==> src/rtl/uart_transmitter_if.sv <==
// rtl/uart_transmitter_if.sv - host-side bundle for the UART transmitter
//
// Groups the transmit request, frame configuration and serial/status outputs.
//   tx_start     : transmit request, sampled on tx_tick edges
//   tx_din       : data byte, bit 0 sent first
//   frame_length : data bits per frame (5..8, anything else means 8)
//   parity_type  : 0 = even, 1 = odd
//   parity_en    : 1 = append a parity bit
//   stop2        : 0 = one stop bit, 1 = two stop bits
//   tx           : serial line, idles high
//   tx_busy      : high while a frame is in progress
//   tx_done      : one-tick pulse on the edge that completes a frame
// master = host logic driving requests, slave = the transmitter.
interface uart_transmitter_if;
    logic       tx_start;
    logic [7:0] tx_din;
    logic [3:0] frame_length;
    logic       parity_type;
    logic       parity_en;
    logic       stop2;
    logic       tx;
    logic       tx_busy;
    logic       tx_done;

    modport master (
        output tx_start,
        output tx_din,
        output frame_length,
        output parity_type,
        output parity_en,
        output stop2,
        input  tx,
        input  tx_busy,
        input  tx_done
    );

    modport slave (
        input  tx_start,
        input  tx_din,
        input  frame_length,
        input  parity_type,
        input  parity_en,
        input  stop2,
        output tx,
        output tx_busy,
        output tx_done
    );
endinterface

==> src/rtl/uart_transmitter.sv <==
// rtl/uart_transmitter.sv - UART serialiser: start, 5-8 data bits LSB first, optional parity, 1/2 stops
//
// Ports:
//   tx_tick : baud-rate tick; every rising edge starts one bit period
//   reset   : asynchronous, active-high reset
//   bus     : uart_transmitter_if.slave (request, frame format, tx/tx_busy/tx_done)
//
// The request and frame format are captured into shadow registers on the
// edge that accepts tx_start, so the host may change its inputs mid-frame.
// The start bit is driven on that same edge. All outputs are registered.
module uart_transmitter (
    input logic               tx_tick,
    input logic               reset,
    uart_transmitter_if.slave bus
);

    typedef enum logic [2:0] {
        IDLE,
        START,
        DATA,
        PARITY,
        STOP
    } state_t;

    state_t     state;

    // Shadow copy of the frame being sent.
    logic [7:0] data_q;
    logic [3:0] len_q;
    logic       ptype_q;
    logic       pen_q;
    logic       stop2_q;

    // bit_cnt = number of data bits already placed on the line.
    logic [3:0] bit_cnt;
    // Set once the first of two stop periods has elapsed.
    logic       stop_cnt;

    logic       tx_q;
    logic       busy_q;
    logic       done_q;

    logic [3:0] eff_len;
    logic       parity_bit;
    logic       last_stop;
    logic       take_start;

    // Out-of-range lengths fall back to a full byte.
    always_comb begin
        eff_len = 4'd8;
        if (bus.frame_length >= 4'd5 && bus.frame_length <= 4'd8) begin
            eff_len = bus.frame_length;
        end
    end

    // Parity covers only the bits actually sent; odd parity inverts the XOR.
    always_comb begin
        parity_bit = ptype_q;
        for (int i = 0; i < 8; i++) begin
            if (4'(i) < len_q) begin
                parity_bit = parity_bit ^ data_q[i];
            end
        end
    end

    // The edge ending the final stop period can accept a new request, which
    // gives back-to-back frames with no idle gap.
    always_comb begin
        last_stop  = (state == STOP) && (!stop2_q || stop_cnt);
        take_start = bus.tx_start && ((state == IDLE) || last_stop);
    end

    always_ff @(posedge tx_tick or posedge reset) begin
        if (reset) begin
            state    <= IDLE;
            data_q   <= 8'd0;
            len_q    <= 4'd0;
            ptype_q  <= 1'b0;
            pen_q    <= 1'b0;
            stop2_q  <= 1'b0;
            bit_cnt  <= 4'd0;
            stop_cnt <= 1'b0;
            tx_q     <= 1'b1;
            busy_q   <= 1'b0;
            done_q   <= 1'b0;
        end else begin
            done_q <= 1'b0;

            case (state)
                IDLE: begin
                    tx_q   <= 1'b1;
                    busy_q <= 1'b0;
                end

                START: begin
                    tx_q    <= data_q[0];
                    bit_cnt <= 4'd1;
                    state   <= DATA;
                end

                DATA: begin
                    if (bit_cnt == len_q) begin
                        if (pen_q) begin
                            tx_q  <= parity_bit;
                            state <= PARITY;
                        end else begin
                            tx_q     <= 1'b1;
                            stop_cnt <= 1'b0;
                            state    <= STOP;
                        end
                    end else begin
                        // bit_cnt is at most 7 here, so the low three bits index the byte.
                        tx_q    <= data_q[bit_cnt[2:0]];
                        bit_cnt <= bit_cnt + 4'd1;
                    end
                end

                PARITY: begin
                    tx_q     <= 1'b1;
                    stop_cnt <= 1'b0;
                    state    <= STOP;
                end

                STOP: begin
                    tx_q <= 1'b1;
                    if (last_stop) begin
                        done_q <= 1'b1;
                        busy_q <= 1'b0;
                        state  <= IDLE;
                    end else begin
                        stop_cnt <= 1'b1;
                    end
                end

                default: begin
                    tx_q   <= 1'b1;
                    busy_q <= 1'b0;
                    state  <= IDLE;
                end
            endcase

            // Accepting a request overrides whatever the case above chose:
            // start bit goes out on this edge and busy stays asserted.
            if (take_start) begin
                data_q   <= bus.tx_din;
                len_q    <= eff_len;
                ptype_q  <= bus.parity_type;
                pen_q    <= bus.parity_en;
                stop2_q  <= bus.stop2;
                bit_cnt  <= 4'd0;
                stop_cnt <= 1'b0;
                tx_q     <= 1'b0;
                busy_q   <= 1'b1;
                state    <= START;
            end
        end
    end

    assign bus.tx      = tx_q;
    assign bus.tx_busy = busy_q;
    assign bus.tx_done = done_q;

endmodule

==> src/flat_wrapper.sv <==
// flat-port wrapper written by rule: the top's interface ports become plain ports
module uart_transmitter_flat 
  (tx_tick, reset, bus_tx_start, bus_tx_din, bus_frame_length, bus_parity_type, bus_parity_en, bus_stop2, bus_tx, bus_tx_busy, bus_tx_done);
  uart_transmitter_if bus_i ();
  input logic tx_tick;
  input logic reset;
  input wire logic [$bits(bus_i.tx_start)-1:0] bus_tx_start;
  input wire logic [$bits(bus_i.tx_din)-1:0] bus_tx_din;
  input wire logic [$bits(bus_i.frame_length)-1:0] bus_frame_length;
  input wire logic [$bits(bus_i.parity_type)-1:0] bus_parity_type;
  input wire logic [$bits(bus_i.parity_en)-1:0] bus_parity_en;
  input wire logic [$bits(bus_i.stop2)-1:0] bus_stop2;
  output wire logic [$bits(bus_i.tx)-1:0] bus_tx;
  output wire logic [$bits(bus_i.tx_busy)-1:0] bus_tx_busy;
  output wire logic [$bits(bus_i.tx_done)-1:0] bus_tx_done;
  assign bus_i.tx_start = bus_tx_start;
  assign bus_i.tx_din = bus_tx_din;
  assign bus_i.frame_length = bus_frame_length;
  assign bus_i.parity_type = bus_parity_type;
  assign bus_i.parity_en = bus_parity_en;
  assign bus_i.stop2 = bus_stop2;
  assign bus_tx = bus_i.tx;
  assign bus_tx_busy = bus_i.tx_busy;
  assign bus_tx_done = bus_i.tx_done;
  uart_transmitter u_core (.tx_tick(tx_tick), .reset(reset), .bus(bus_i));
endmodule
==> config.mk <==
export PLATFORM = sky130hd
export DESIGN_NAME = uart_transmitter_flat
export DESIGN_NICKNAME = d
export VERILOG_FILES = /design/src/rtl/uart_transmitter_if.sv /design/src/rtl/uart_transmitter.sv /design/src/flat_wrapper.sv
export SDC_FILE = /design/constraint.sdc
export NUM_CORES = 1
export LEC_CHECK = 0
export CORE_MARGIN = 1
export CORE_UTILIZATION = 40
export CTS_CLUSTER_DIAMETER = 200
export CTS_CLUSTER_SIZE = 30
export DETAILED_ROUTE_END_ITERATION = 7
export GPL_TIMING_DRIVEN = 0
export PLACE_DENSITY = 0.68
export SYNTH_ARGS = -nofsm -noshare
export SYNTH_HDL_FRONTEND = slang
export SYNTH_SLANG_ARGS = --single-unit
==> constraint.sdc <==
create_clock -name tx_tick -period 2.4 [get_ports tx_tick]
set_clock_uncertainty 0.2 [all_clocks]
set_input_delay 0.48 -clock tx_tick [delete_from_list [all_inputs] [get_ports tx_tick]]
set_output_delay 0.48 -clock tx_tick [all_outputs]
set_load 0.01 [all_outputs]
==> results.md, run 1 <==
- Final nets: 207
- CP startpoint: u_core.bit_cnt[0]
- Skew-Pair Late Insertion Delay: 0.28 ns
- Wire length of the first global-routing pass: 5730 um
- Drt pass-1 iters: 4
- CP endpoint: u_core.bit_cnt[2]
- Crit path max fanout: 7
- CTS tree: built
- Via Count: 1265
- Footprint of the multi-input gates: 758 sq um
- End of the worst register-to-register path: u_core.bit_cnt[2]
- Max Buffers Root-to-Sink: 2
- Post-detail-place hpwl: 2350 um
- Synthesized Nets: 182
- Number of fill cells: 314
- Mean Syn Cell Area: 9.07 sq um
- ANT cells: 0
- CTS resizes: 0
- #FFs+latches synth: 26
- Vias/cell: 5.43
- Final min period: 2.15 ns
- Post-synth EDFFs: 0
- Grt ovf: 0
- Htree depth: 1
- Core area: 0.00344 sq mm
- Post-CTS setup buffer count: 0
- Row count: 21
- FF+latch area: 652 sq um
- Total GRT Usage: 18.8%
- Type of origin of the critical path: register
- FF-to-FF Start: u_core.bit_cnt[0]
- Wire length per cell: 14.1 um
- Clock transition at the registers of the reported paths: 0.09 ns
- Pwr Density: 1330 mW/mm^2
- Cell with the most instances after synthesis: nand2_1
- Max Cap Viol: 0
- Crit Path Class: register to register
- Status: completed
- Max-slew violation count: 0
- Share of the synthesized area in the top cell type: 42.3%
- Die area: 0.00394 sq mm
- Layout cells sized above 1: 10.7%
- Yosys Warn Count: 0
- Worst path required time: 2.41 ns
- Crit-path max cell delay: 0.39 ns
- Fmax: 464 MHz
- Bufs and invs on worst path: 1
- Setup violations, final: 0
- Synthesis-to-layout area growth: 21.2%
- Clk sinks: 26
- Initial antenna violation count: 0
- Mapped Area: 0.00148 sq mm
- Netlist cell types: 42
- CTS buffer count: 3
- # hold bufs at CTS: 0
- Largest delay contributor family on the critical path: simple AND/OR/NAND/NOR gates
- Setup TNS: 0 ns
- Hold WS: 0.282 ns
- Largest net degree at the start of global routing: 27
- CP dominant cell by count: o21ai_0
- CP Capture Type: register
- Final hold viol count: 0
- Max rail drop VDD: 0.547 mV
- FF-to-FF path depth: 7
- Detailed Route Iter0 Violations: 68
- Yosys top cell by area: dfrtp_1
- Most used DFF post-synth: dfrtp_1
- Post-synth ARST share: 100%
- GPL Wtd Cong: 0.859
- Ranking of synthesized cells by area: dfrtp_1 (42%), nand2_1 (11%), xnor2_1 (4.1%)
- CP Depth: 7
- RSZ-0062 raised after global routing: false
- Mapped Cells: 163
- Crit path DAT: 2.16 ns
- Vias in the first global route: 1271
- Register area share after synthesis: 44.1%
- Die Y-Extent: 62.8 um
- Root Buffer: clkbuf_8
- Chip Width: 62.8 um
- CP Cell Sequence: buf_2 > xnor2_1 > nand4_1 > and2_1 > nor3_2 > o21ai_0 > o21ai_0
- Hold Path Class: register to register
- Leak pwr: 0.000804 uW
- CP max stage cell: dfrtp_1
- Post-DRT Antenna Nets: 0
- Worst Max-Slew Pin Slew: 0.990 ns
- Slew margin rel.: 33.9%
- Port buffer count: 20
- Flop2flop setup slack: 0.25 ns
- Initial Util: 43.0%
- # DRC: 0
- Io pins: 21
- Top cells by count, synth: nand2_1 (43), dfrtp_1 (25), nor2_1 (12)
- Period utilization: 89.8%
- Final Total Pwr: 2380 uW
- WL final: 3290 um
worst min path at each step:
| stage | startpoint | endpoint | depth (start not counted) |
|---|---|---|---|
| 6_report | u_core.stop2_q | u_core.stop2_q | 2 |
| 3_5_place_dp | u_core.stop2_q | u_core.stop2_q | 2 |
| 5_1_grt | u_core.bus.tx_busy | u_core.bus.tx_busy | 2 |
| 2_1_floorplan | u_core.stop2_q | u_core.stop2_q | 2 |
| 3_3_place_gp | u_core.stop2_q | u_core.stop2_q | 2 |
| 4_1_cts | u_core.stop2_q | u_core.stop2_q | 2 |
cells by family (layout without fill, tap and decap cells):
| group | after synthesis | after routing | synth area share (%) |
|---|---|---|---|
| AOI/OAI and AO/OA | 33 | 33 | 15.9 |
| buffers and inverters | 12 | 36 | 4.65 |
| and+or+nand+nor | 78 | 78 | 23.8 |
| muxes | 4 | 4 | 4.48 |
| adders and majority gates | 1 | 1 | 0.846 |
| xor gates and xnor gates | 9 | 9 | 6.26 |
| DFF | 26 | 26 | 44.1 |
registers in the layout (all words and copies together) (netlist names):
| signal | flops |
|---|---|
| u_core.bus.tx_busy | 1 |
| u_core.ptype_q | 1 |
| u_core.state | 3 |
| u_core.data_q | 8 |
| u_core.pen_q | 1 |
| u_core.bus.tx_done | 1 |
| u_core.stop2_q | 1 |
| u_core.len_q | 4 |
| u_core.bus.tx | 1 |
| u_core.stop_cnt | 1 |
| u_core.bit_cnt | 4 |
cell type report:
| class | count | share of cell area, % |
|---|---|---|
| Buffer | 9 | 3.21 |
| Multi-Input combinational cell | 125 | 42.3 |
| Tap cell | 46 | 3.21 |
| Inverter | 3 | 0.628 |
| Timing Repair Buffer | 20 | 11.2 |
| Clock buffer | 4 | 3.07 |
| Sequential cell | 26 | 36.4 |
through the flow:
step	cells	instance area [sq um]	util [%]	setup slack, ns
after floorplan	163	1480	-	0.552
after global placement	229	1740	50.5	0.137
after detailed placement	229	1740	50.5	0.103
after CTS	233	1790	52.1	0.279
after global routing	233	1790	52.1	0.0602
final	233	1790	52.1	0.245
tightest hold or removal path: stages (launching register included):
cell and delay, ns:
dfrtp_1 0.35, nand2_1 0.05, nand2_1 0.05
layout by cell type, fill, tap and decap left out, drive strengths merged, types with 6 or more instances in the layout:
cell           synthesis  layout
a21oi                 10      10
buf                    6       6
clkbuf                 3       7
clkdlybuf4s50          0      20
dfrtp                 25      25
nand2                 43      43
nand3                  6       6
nor2                  12      12
o21ai                  8       8
xnor2                  7       7
power by group:
group	total [uW]	internal (uW)	switching, uW	leakage [uW]
combinational	1270	617	654	0.000447
clock	296	147	149	0.0000288
sequential	815	627	188	0.000328
total	2380	1390	991	0.000804
per-layer routing:
metal	global-route usage, %	vias to the layer above	wire (um)
li1	-	603	-
met1	23.3	633	1510
met2	31.9	25	1640
met3	2.74	4	75
met4	8.72	0	63
met5	0	-	0
Power figures use the tool's default switching activity.
==> run 2, diff against run 1 <==
--- a/config.mk
+++ b/config.mk
@@ -7,7 +7,6 @@
 export LEC_CHECK = 0
 export CORE_MARGIN = 1
 export CORE_UTILIZATION = 40
-export CTS_CLUSTER_DIAMETER = 200
 export CTS_CLUSTER_SIZE = 30
 export DETAILED_ROUTE_END_ITERATION = 7
 export GPL_TIMING_DRIVEN = 0
==> results of run 2 <==
Final layout, timing and power as in run 1 (identical DEF).
